### src/rtl/vector_cache_pkg.sv
// Shared types for the vector cache tag path.
//   wr_buf_pld_t   : tag write buffer payload {index, tag, way_oh}
//   tag_ram_data_t : tag SRAM row data {vld, tag}
//   is_onehot      : way mask sanity check
package vector_cache_pkg;

  localparam int unsigned INDEX_W = 6;
  localparam int unsigned TAG_W   = 16;
  localparam int unsigned WAY_NUM = 4;

  typedef struct packed {
    logic [INDEX_W-1:0] index;
    logic [TAG_W-1:0]   tag;
    logic [WAY_NUM-1:0] way_oh;
  } wr_buf_pld_t;

  localparam int unsigned PLD_W = $bits(wr_buf_pld_t);

  typedef struct packed {
    logic             vld;
    logic [TAG_W-1:0] tag;
  } tag_ram_data_t;

  // True when exactly one bit of the way mask is set.
  function automatic logic is_onehot(input logic [WAY_NUM-1:0] v);
    return (v != '0) && ((v & (v - WAY_NUM'(1))) == '0);
  endfunction

endpackage

### src/rtl/vec_cache_rr_arb.sv
// Round-robin arbiter with a registered priority pointer.
//   clk_i, rst_i : clock, synchronous active-high reset
//   req_i        : per-requester request
//   adv_en_i     : grant is consumed; pointer moves past the winner
//   grant_o      : one-hot grant (zero when no request), combinational
module vec_cache_rr_arb #(
  parameter int unsigned N = 2
) (
  input  logic         clk_i,
  input  logic         rst_i,
  input  logic [N-1:0] req_i,
  input  logic         adv_en_i,
  output logic [N-1:0] grant_o
);

  localparam int unsigned PTR_W = (N > 1) ? $clog2(N) : 1;

  logic [PTR_W-1:0] ptr_q, ptr_d;
  logic [PTR_W-1:0] cand;
  logic [PTR_W-1:0] gnt_idx;
  logic             found;

  // Search requests starting at the pointer; first hit wins.
  always_comb begin
    grant_o = '0;
    found   = 1'b0;
    gnt_idx = '0;
    cand    = '0;
    for (int unsigned off = 0; off < N; off++) begin
      cand = PTR_W'((32'(ptr_q) + off) % N);
      if (!found && req_i[cand]) begin
        found   = 1'b1;
        gnt_idx = cand;
      end
    end
    if (found) grant_o[gnt_idx] = 1'b1;
  end

  // Pointer moves only when the grant is actually taken.
  always_comb begin
    ptr_d = ptr_q;
    if (adv_en_i && found) ptr_d = PTR_W'((32'(gnt_idx) + 1) % N);
  end

  always_ff @(posedge clk_i) begin
    if (rst_i) ptr_q <= '0;
    else       ptr_q <= ptr_d;
  end

endmodule

### src/rtl/vec_cache_tag_wr_ctrl.sv
// Drains N_SRC tag write buffers into the single-port tag SRAM through a
// 1-entry staging register. Lookups have priority on the SRAM port until a
// staged write has waited STALL_MAX cycles, after which the write is forced.
// Optional macro: VEC_CACHE_TAG_WR_BYPASS_EN adds byp_* outputs so a lookup
// hitting the staged index can merge the pending tag instead of replaying.
// Ports:
//   clk_i, rst_i         : clock, synchronous active-high reset
//   src_vld_i/src_pld_i  : per-source valid and flattened wr_buf_pld_t payload
//   src_rdy_o            : per-source ready, one-hot or zero
//   rd_req_vld_i/_rdy_o  : lookup request / SRAM port granted to lookup
//   lookup_index_i       : index of the in-flight lookup
//   wr_pend_hit_o        : staged write targets lookup_index_i
//   tag_ram_wr_*_o       : SRAM write strobe, row, way mask, {vld, tag}
//   err_onehot_o         : sticky, a staged way mask was not one-hot
//   byp_*_o (optional)   : staged tag/way for a hitting lookup
module vec_cache_tag_wr_ctrl
  import vector_cache_pkg::*;
#(
  parameter int unsigned N_SRC     = 2,
  parameter int unsigned STALL_MAX = 15
) (
  input  logic                   clk_i,
  input  logic                   rst_i,
  input  logic [N_SRC-1:0]       src_vld_i,
  input  logic [N_SRC*PLD_W-1:0] src_pld_i,
  output logic [N_SRC-1:0]       src_rdy_o,
  input  logic                   rd_req_vld_i,
  output logic                   rd_req_rdy_o,
  input  logic [INDEX_W-1:0]     lookup_index_i,
  output logic                   wr_pend_hit_o,
  output logic                   tag_ram_wr_en_o,
  output logic [INDEX_W-1:0]     tag_ram_wr_idx_o,
  output logic [WAY_NUM-1:0]     tag_ram_wr_mask_o,
  output logic [TAG_W:0]         tag_ram_wr_data_o,
  output logic                   err_onehot_o
`ifdef VEC_CACHE_TAG_WR_BYPASS_EN
  ,
  output logic                   byp_vld_o,
  output logic [WAY_NUM-1:0]     byp_way_oh_o,
  output logic [TAG_W-1:0]       byp_tag_o
`endif
);

  localparam int unsigned CNT_W = $clog2(STALL_MAX + 1);

  logic             stg_vld_q, stg_vld_d;
  wr_buf_pld_t      stg_q, stg_d;
  logic [CNT_W-1:0] stall_q, stall_d;
  logic             err_q, err_d;

  logic             stg_live;
  logic             force_wr;
  logic             wr_fire;
  logic             can_accept;
  logic             stg_oh;
  logic [N_SRC-1:0] grant;
  wr_buf_pld_t      gnt_pld;
  tag_ram_data_t    wr_data;

  vec_cache_rr_arb #(.N(N_SRC)) u_arb (
    .clk_i    (clk_i),
    .rst_i    (rst_i),
    .req_i    (src_vld_i),
    .adv_en_i (can_accept),
    .grant_o  (grant)
  );

  // Port arbitration between the staged write and lookups; a reset cycle
  // masks the stage so nothing is written or accepted.
  always_comb begin
    stg_live   = stg_vld_q & ~rst_i;
    stg_oh     = is_onehot(stg_q.way_oh);
    force_wr   = (stall_q == CNT_W'(STALL_MAX));
    wr_fire    = stg_live & (~rd_req_vld_i | force_wr);
    can_accept = ~rst_i & (~stg_vld_q | wr_fire);
  end

  // Payload of the granted source.
  always_comb begin
    gnt_pld = '0;
    for (int unsigned i = 0; i < N_SRC; i++) begin
      if (grant[i]) gnt_pld = wr_buf_pld_t'(src_pld_i[i*PLD_W +: PLD_W]);
    end
  end

  // Stage, stall counter and sticky error next-state.
  always_comb begin
    stg_vld_d = stg_vld_q;
    stg_d     = stg_q;
    stall_d   = stall_q;
    err_d     = err_q;
    if (wr_fire) begin
      stg_vld_d = 1'b0;
      stall_d   = '0;
      if (!stg_oh) err_d = 1'b1;
    end else if (stg_live && rd_req_vld_i) begin
      stall_d = stall_q + CNT_W'(1);
    end
    // Refill in the same cycle as the write keeps one write per cycle.
    if (|src_rdy_o) begin
      stg_vld_d = 1'b1;
      stg_d     = gnt_pld;
    end
  end

  always_ff @(posedge clk_i) begin
    if (rst_i) begin
      stg_vld_q <= 1'b0;
      stg_q     <= '0;
      stall_q   <= '0;
      err_q     <= 1'b0;
    end else begin
      stg_vld_q <= stg_vld_d;
      stg_q     <= stg_d;
      stall_q   <= stall_d;
      err_q     <= err_d;
    end
  end

  // Outputs taken directly from the stage.
  always_comb begin
    wr_data.vld       = 1'b1;
    wr_data.tag       = stg_q.tag;
    src_rdy_o         = can_accept ? grant : '0;
    rd_req_rdy_o      = rd_req_vld_i & ~(stg_live & force_wr);
    wr_pend_hit_o     = stg_live & (stg_q.index == lookup_index_i);
    tag_ram_wr_en_o   = wr_fire & stg_oh;
    tag_ram_wr_idx_o  = stg_live ? stg_q.index  : '0;
    tag_ram_wr_mask_o = stg_live ? stg_q.way_oh : '0;
    tag_ram_wr_data_o = stg_live ? wr_data      : '0;
    err_onehot_o      = err_q & ~rst_i;
  end

`ifdef VEC_CACHE_TAG_WR_BYPASS_EN
  // Staged tag offered to a hitting lookup; bad way masks are never merged.
  always_comb begin
    byp_vld_o    = wr_pend_hit_o & stg_oh;
    byp_way_oh_o = stg_live ? stg_q.way_oh : '0;
    byp_tag_o    = stg_live ? stg_q.tag    : '0;
  end
`endif

endmodule
### config.mk
export PLATFORM = sky130hd
export DESIGN_NAME = vec_cache_tag_wr_ctrl
export DESIGN_NICKNAME = d
export VERILOG_FILES = /design/src/rtl/vector_cache_pkg.sv /design/src/rtl/vec_cache_rr_arb.sv /design/src/rtl/vec_cache_tag_wr_ctrl.sv
export SDC_FILE = /design/constraint.sdc
export NUM_CORES = 1
export LEC_CHECK = 0
export CAP_MARGIN = 20
export CORE_MARGIN = 2
export CORE_UTILIZATION = 36
export DETAILED_ROUTE_END_ITERATION = 7
export GPL_TIMING_DRIVEN = 0
export PLACE_DENSITY = 0.74
export SYNTH_ARGS = -nofsm -noshare
export SYNTH_HDL_FRONTEND = slang
export SYNTH_HIERARCHICAL = 1
export SYNTH_SLANG_ARGS = --single-unit
### constraint.sdc
create_clock -name clk_i -period 1.5 [get_ports clk_i]
set_input_delay 0.15 -clock clk_i [delete_from_list [all_inputs] [get_ports clk_i]]
set_output_delay 0.15 -clock clk_i [all_outputs]
set_load 0.05 [all_outputs]
# == After elaboration in Yosys (flattened, before gate mapping) ==
# Index checks and enable logic that the tools add are counted.
# op_classes
n_mux,19
eq_ne,2
n_reduce_logical,12
addsub,4
bitwise,16
n_lt_le_gt_ge,4
# ops
cell,count
26-bit two-way mux,2
17-bit two-way mux,1
1-bit two-way mux,11
1-bit AND,8
6-bit equality test,1
1-bit by 2-bit less-than comparator with 1-bit output (second input constant),3
6-bit two-way mux,1
1-bit logical AND,5
1-bit inverter,5
4-bit by 1-bit adder with 4-bit output (second input constant),1
4-bit AND,1
4-bit equality test (second input constant),1
4-bit zero test,1
2-bit two-way mux,2
4-bit two-way mux,1
4-bit nonzero test,1
2-bit OR reduction,2
4-bit by 1-bit subtractor with 4-bit output (second input constant),1
1-bit adder (second input constant),2
1-bit OR,2
2-bit AND reduction,1
2-bit nonzero test,1
1-bit demux with 1-bit select,1
1-bit greater-or-equal comparator (second input constant),1
1-bit zero test,1
# totals
out_inout_bits,33
in_bits,63
word_cells,64
reg_bits,33

# == Logic depth before layout (Yosys ltp) ==
# depth
ltp_word,14
ltp_mapped,7
depth_no_buf,6

# == Modules after synthesis ==
# Netlist, hierarchy kept.
# modules_own_cells
mod,seq_area_each_um2,n_inst,area_each_um2,cells_each
vec_cache_tag_wr_ctrl,640.6,1,1779.2,204
vec_cache_rr_arb,20.0,1,65.1,7

# == Worst setup path after synthesis ==
# Ideal clock, no wire load.
# synth_path
path_type,register to output
from,register u_arb.ptr_q
to,output src_rdy_o[1]
arrival_time_ns,2.260
path_slack_ns,-0.910
t_required_ns,1.350
path_buffers,1
stages_incl_launch_ff,6
cell_sequence,dfxtp_1 -> inv_1 -> a21boi_0 -> clkinv_1 -> clkbuf_1 -> nor3_1
# synth_between
elab_chain_cells,12
elab_cells_between_ends,18
classes_between,add/sub: 1; order compare: 2; mux: 12; reduce/logical: 3
# synth_lines
item,line,text
"start, declared",vec_cache_rr_arb.sv:18,"logic [PTR_W-1:0] ptr_q, ptr_d;"
"start signal, assigned",vec_cache_rr_arb.sv:47,else ptr_q <= ptr_d;
1-bit two-way mux (not written as such) (2 in a row),vec_cache_rr_arb.sv:31,if (!found && req_i[cand]) begin
1-bit two-way mux,vec_cache_rr_arb.sv:31,
1-bit zero test,vec_cache_rr_arb.sv:31,
1-bit logical AND,vec_cache_rr_arb.sv:31,
1-bit two-way mux,vec_cache_rr_arb.sv:31,
1-bit by 2-bit less-than comparator with 1-bit output (not written as such) or 1-bit greater-or-equal comparator (tied branches),vec_cache_rr_arb.sv:36,if (found) grant_o[gnt_idx] = 1'b1;
1-bit logical AND (not written as such),vec_cache_rr_arb.sv:36,
1-bit two-way mux (not written as such),vec_cache_rr_arb.sv:36,
1-bit demux with 1-bit select,--,
2-bit two-way mux *,vec_cache_rr_arb.sv:36,
net grant[1],vec_cache_tag_wr_ctrl.sv:56,logic [N_SRC-1:0] grant;
2-bit two-way mux *,vec_cache_tag_wr_ctrl.sv:124,src_rdy_o = can_accept ? grant : '0;
"end, declared",vec_cache_tag_wr_ctrl.sv:26,"output logic [N_SRC-1:0] src_rdy_o,"
# Mark *: on every way through the listed nets, which the timed path passes. The rest lies on a longest branch. The select of a mux whose other input is x is not followed.

# == Final worst setup path ==
# layout_path
from,register stall_q[1]
to,output src_rdy_o[1]
# layout_between
elab_chain_cells,6
# layout_lines
item,line,text
"start, declared",vec_cache_tag_wr_ctrl.sv:48,"logic [CNT_W-1:0] stall_q, stall_d;"
"start signal, assigned",vec_cache_tag_wr_ctrl.sv:115,stall_q <= stall_d;
4-bit equality test,vec_cache_tag_wr_ctrl.sv:73,force_wr = (stall_q == CNT_W'(STALL_MAX));
1-bit OR,vec_cache_tag_wr_ctrl.sv:74,wr_fire = stg_live & (~rd_req_vld_i | force_wr);
1-bit AND,vec_cache_tag_wr_ctrl.sv:74,
1-bit OR,vec_cache_tag_wr_ctrl.sv:75,can_accept = ~rst_i & (~stg_vld_q | wr_fire);
1-bit AND,vec_cache_tag_wr_ctrl.sv:75,
2-bit two-way mux,vec_cache_tag_wr_ctrl.sv:124,
# No other way between the ends.

==> impl_metrics.prom <==
# TYPE chip_impl_metric gauge
chip_impl_metric{name="net-switching-power",unit="W"} 0.000933
chip_impl_metric{name="post-layout-total-power",unit="W"} 0.00275
chip_impl_metric{name="final_design_area_no_fill",unit="mm2"} 0.00368
chip_impl_metric{name="period_share",unit=""} 1.10
chip_impl_info{name="crit_chain",value="ha_4, nand3_4, and3_4, nor3_4, buf_6"} 1
chip_impl_metric{name="max-slew-margin-rel",unit=""} 0.515
chip_impl_metric{name="hold_violations",unit=""} 0
chip_impl_info{name="clk_root_buffer_cell",value="sky130_fd_sc_hd__clkbuf_8"} 1
chip_impl_metric{name="drc",unit=""} 0
chip_impl_metric{name="critical_path_cell_count",unit=""} 5
chip_impl_metric{name="final_cell_count_no_fill",unit=""} 406
chip_impl_metric{name="fmaxAchievable",unit="GHz"} 0.605
chip_impl_metric{name="p_leak",unit="nW"} 1.44
chip_impl_metric{name="finClkSkew",unit="ps"} 11.9
chip_impl_info{name="status",value="finished, violations left"} 1
chip_impl_metric{name="layout-drive-gt1-share",unit=""} 0.443
chip_impl_metric{name="first_pass_grt_wire_length",unit="um"} 9410
chip_impl_metric{name="dpl.cell_count",unit=""} 376
chip_impl_metric{name="grt_use_total",unit=""} 0.217
chip_impl_metric{name="mappedNetlistArea",unit="mm2"} 0.00184
chip_impl_info{name="startpoint_type",value="register"} 1
chip_impl_metric{name="max-clock-path-buffers",unit=""} 2
chip_impl_metric{name="timing_max_transition_violations_final",unit=""} 0
chip_impl_metric{name="fp.dieW",unit="um"} 75.6
chip_impl_metric{name="final_critical_path_setup_slack",unit="ps"} -152
chip_impl_metric{name="power_per_cell_area",unit="mW/mm2"} 748
chip_impl_info{name="layout.cells.most_common",value="sky130_fd_sc_hd__clkdlybuf4s50_1"} 1
chip_impl_metric{name="postRouteWirelength",unit="um"} 6630
chip_impl_metric{name="crit_path_max_fanout",unit=""} 6
chip_impl_metric{name="finalHoldWorstSlack",unit="ps"} 177
chip_impl_metric{name="share_clk_of_total_power",unit=""} 0.240
chip_impl_info{name="crit_slowest_cell",value="sky130_fd_sc_hd__dfxtp_2"} 1
chip_impl_info{name="failing_checks",value="setup timing"} 1
chip_impl_metric{name="synth-seq-area-share",unit=""} 0.358
chip_impl_metric{name="period_minus_slack",unit="ps"} 1650
chip_impl_info{name="timing.critical_path.to_type",value="primary output"} 1
chip_impl_metric{name="antenna-diode-count",unit=""} 0
chip_impl_metric{name="setup_viol",unit=""} 42
chip_impl_metric{name="grt_remaining_overflow",unit=""} 0
chip_impl_metric{name="synth_simple_gate_area_share",unit=""} 0.144
chip_impl_metric{name="synth_fa_ha_area_frac",unit=""} 0.00678
chip_impl_metric{name="drtAntennaViolNets",unit=""} 0
chip_impl_metric{name="yosys.area_share.xor_xnor",unit=""} 0.0332
chip_impl_info{name="crit-reg2reg-launch",value="u_arb/ptr_q"} 1
chip_impl_info{name="hold_class",value="in -> reg"} 1
chip_impl_metric{name="internal_power",unit="W"} 0.00182
chip_impl_metric{name="comb_power_share",unit=""} 0.395
chip_impl_metric{name="detail_route.iter0.violations",unit=""} 72
chip_impl_metric{name="dp_hpwl",unit="um"} 4040
chip_impl_metric{name="irDropWorstVdd",unit="mV"} 0.467
chip_impl_metric{name="floorplan.initialDensity",unit=""} 0.368
chip_impl_metric{name="row_count",unit=""} 26
chip_impl_metric{name="num-nets-final",unit=""} 399
chip_impl_metric{name="synth_area_per_cell",unit="um2"} 8.74
chip_impl_metric{name="syn_inst",unit=""} 211
chip_impl_metric{name="core_area",unit="mm2"} 0.00501
chip_impl_metric{name="cts_stage_hold_buffer_count",unit=""} 0
chip_impl_metric{name="arrival_time_worst_endpoint",unit="ps"} 1500
chip_impl_metric{name="fraction_of_power_spent_switching_nets",unit=""} 0.339
chip_impl_info{name="crit_family",value="simple AND/OR/NAND/NOR gates"} 1
chip_impl_metric{name="cts.reportedPaths.clkPinSlew",unit="ps"} 80
chip_impl_info{name="grt_setup_unrepaired",value="true"} 1
chip_impl_metric{name="ys.warnings.count",unit=""} 6
chip_impl_metric{name="via_per_inst",unit=""} 5.20
chip_impl_metric{name="power_share_of_the_sequential_group",unit=""} 0.364
chip_impl_metric{name="ys_seq_elements",unit=""} 33
chip_impl_info{name="most_frequent_cells_in_the_layout",value="sky130_fd_sc_hd__clkdlybuf4s50_1 (59), sky130_fd_sc_hd__buf_6 (29), sky130_fd_sc_hd__dfxtp_1 (29)"} 1
chip_impl_info{name="dominant_combinational_cell_family_by_area_after_synthesis",value="compound AO/OA/AOI/OAI gates"} 1
chip_impl_metric{name="dr.pass1.iters",unit=""} 4
chip_impl_metric{name="h_tree_lvl_count",unit=""} 2
chip_impl_metric{name="maximum_number_of_pins_on_one_net_before_global_route_repair",unit=""} 11
chip_impl_metric{name="synthDistinctLibCells",unit=""} 40
chip_impl_metric{name="async_flop_share",unit=""} 0
chip_impl_metric{name="max_cap_violations",unit=""} 0
chip_impl_metric{name="drt-wirelength-per-cell",unit="um"} 16.3
chip_impl_info{name="criticalPathCategory",value="reg -> out"} 1
chip_impl_metric{name="timing.critical_path.slowest_cell_delay",unit="ps"} 370
chip_impl_metric{name="cts_inserted_buffers",unit=""} 5
chip_impl_info{name="tritoncts_clock_tree",value="built"} 1
chip_impl_metric{name="synth-edff-count",unit=""} 0
chip_impl_metric{name="design.die.area",unit="mm2"} 0.00571
chip_impl_metric{name="synthesis.nets",unit=""} 275
chip_impl_metric{name="cts_num_sinks",unit=""} 33
chip_impl_metric{name="fp.dieH",unit="um"} 75.6
chip_impl_metric{name="area_growth",unit="%"} 99.7
chip_impl_metric{name="port_buffers",unit=""} 95
chip_impl_metric{name="design.portCount",unit=""} 96
chip_impl_metric{name="grt_pass1_vias",unit=""} 1962
chip_impl_metric{name="synth_compound_gate_area_share",unit=""} 0.336
chip_impl_metric{name="r2r.worst_path.cells",unit=""} 8
chip_impl_metric{name="placed_cell_area",unit="mm2"} 0.00294
chip_impl_metric{name="antenna_violations_before_repair",unit=""} 0
chip_impl_metric{name="timing.reg2reg.setup_slack",unit="ps"} -120
chip_impl_info{name="crit_path_end",value="src_rdy_o[1]"} 1
chip_impl_info{name="setup.worst_path.start",value="stall_q[1]"} 1
chip_impl_metric{name="gpl.final_weighted_congestion",unit=""} 0.821
chip_impl_metric{name="tightest_slew",unit="ps"} 728
chip_impl_metric{name="yosys-mux-area-fraction",unit=""} 0
chip_impl_metric{name="clk_latency_worst_skew_pair",unit="ps"} 290
chip_impl_metric{name="timing.critical_path.buf_inv",unit=""} 1
chip_impl_info{name="critical_register_to_register_path_endpoint",value="stg_q[13]"} 1
chip_impl_metric{name="required",unit="ps"} 1350
chip_impl_metric{name="detailroute.via_count",unit=""} 2110
chip_impl_info{name="dominantRegCellSynth",value="sky130_fd_sc_hd__dfxtp_1"} 1
## what timing repair did
item	4_1_cts	5_1_grt
cloned	2	3
setup endpoints to repair	61	60
gates resized for setup	267	63
buffers inserted	12	6
pin swaps	23	9
## registers in the layout (all words and copies together) (netlist names)
name,cells
stall_q,4
err_q,1
u_arb/ptr_q,1
stg_vld_q,1
stg_q,26
## cell usage after synthesis, types with 2 or more instances
cell / number / area, um2
sky130_fd_sc_hd__nand2b_1: 2 / 12.5
sky130_fd_sc_hd__a21boi_0: 2 / 15.0
sky130_fd_sc_hd__nand4b_1: 2 / 17.5
sky130_fd_sc_hd__inv_1: 29 / 109
sky130_fd_sc_hd__buf_2: 8 / 40.0
sky130_fd_sc_hd__nor2_1: 29 / 109
sky130_fd_sc_hd__nand4_1: 4 / 25.0
sky130_fd_sc_hd__xnor2_1: 3 / 26.3
sky130_fd_sc_hd__buf_6: 3 / 33.8
sky130_fd_sc_hd__nand2_1: 3 / 11.3
sky130_fd_sc_hd__nor2b_1: 3 / 18.8
sky130_fd_sc_hd__clkbuf_1: 5 / 18.8
sky130_fd_sc_hd__xor2_1: 4 / 35.0
sky130_fd_sc_hd__o22ai_1: 25 / 156
sky130_fd_sc_hd__a221oi_2: 20 / 300
sky130_fd_sc_hd__buf_1: 3 / 11.3
sky130_fd_sc_hd__a221oi_1: 6 / 52.6
sky130_fd_sc_hd__nor4b_1: 2 / 17.5
sky130_fd_sc_hd__dfxtp_1: 33 / 661
sky130_fd_sc_hd__a21oi_1: 5 / 25.0
## worst min-delay path by stage
stage / start / to / slack (ps) / depth (start not counted)
after floorplan: rst_i / u_arb/ptr_q / 210 / 1
after global placement: stg_q[12] / stg_q[12] / 460 / 2
after detailed placement: stg_q[11] / stg_q[11] / 460 / 2
after CTS: rst_i / u_arb/ptr_q / 190 / 2
after global routing: rst_i / u_arb/ptr_q / 200 / 2
final: rst_i / u_arb/ptr_q / 180 / 2
## layout make-up
type	instances	area, um2
timing repair buffer	118	1230
buffer	19	230
inverter	30	118
sequential	33	666
fill	369	1330
multi-input combinational	128	1270
clock inverter	2	10.0
clock buffer	6	72.6
tap	70	87.6
## logic make-up after synthesis
group	after synthesis
compound gates	67
flops	33
buf+inv	50
fa+ha+maj	1
simple gates	53
xor+xnor	7
## stage by stage
stage | worst slack [ps] | util | TNS (ps)
global route | -193 | 0.735 | -5450
global placement | -1390 | 0.586 | -51480
CTS | -140 | 0.666 | -3230
finish | -152 | 0.735 | -3180
floorplan | -165 | - | -3520
detailed placement | -1400 | 0.586 | -52330
## worst register-to-register path, stage by stage, from the launching register on
cell                        delay, ps
sky130_fd_sc_hd__dfxtp_2          340
sky130_fd_sc_hd__inv_2             40
sky130_fd_sc_hd__a21boi_4         220
sky130_fd_sc_hd__buf_6            150
sky130_fd_sc_hd__nor2_4            30
sky130_fd_sc_hd__a31o_1           200
sky130_fd_sc_hd__buf_6            160
sky130_fd_sc_hd__clkbuf_16        170
sky130_fd_sc_hd__a221oi_2         230
## metal layers
metal / vias to the layer above / global-route usage / share of wire
met5: - / 0 / 0
met4: 0 / 0.0526 / 0.019
met1: 1008 / 0.273 / 0.42
met3: 15 / 0.0450 / 0.039
met2: 66 / 0.380 / 0.53
li1: 1021 / - / -
## power by group through the flow
stage	logic, W	registers [W]	clock network (W)
floorplan	0.000506	0.00101	0
global placement	0.000806	0.00101	0
detailed placement	0.000817	0.00102	0
CTS	0.000961	0.00100	0.000670
global route	0.00115	0.00101	0.000720
finish	0.00109	0.00100	0.000662
Note: power is estimated with default switching activity, not from simulation.
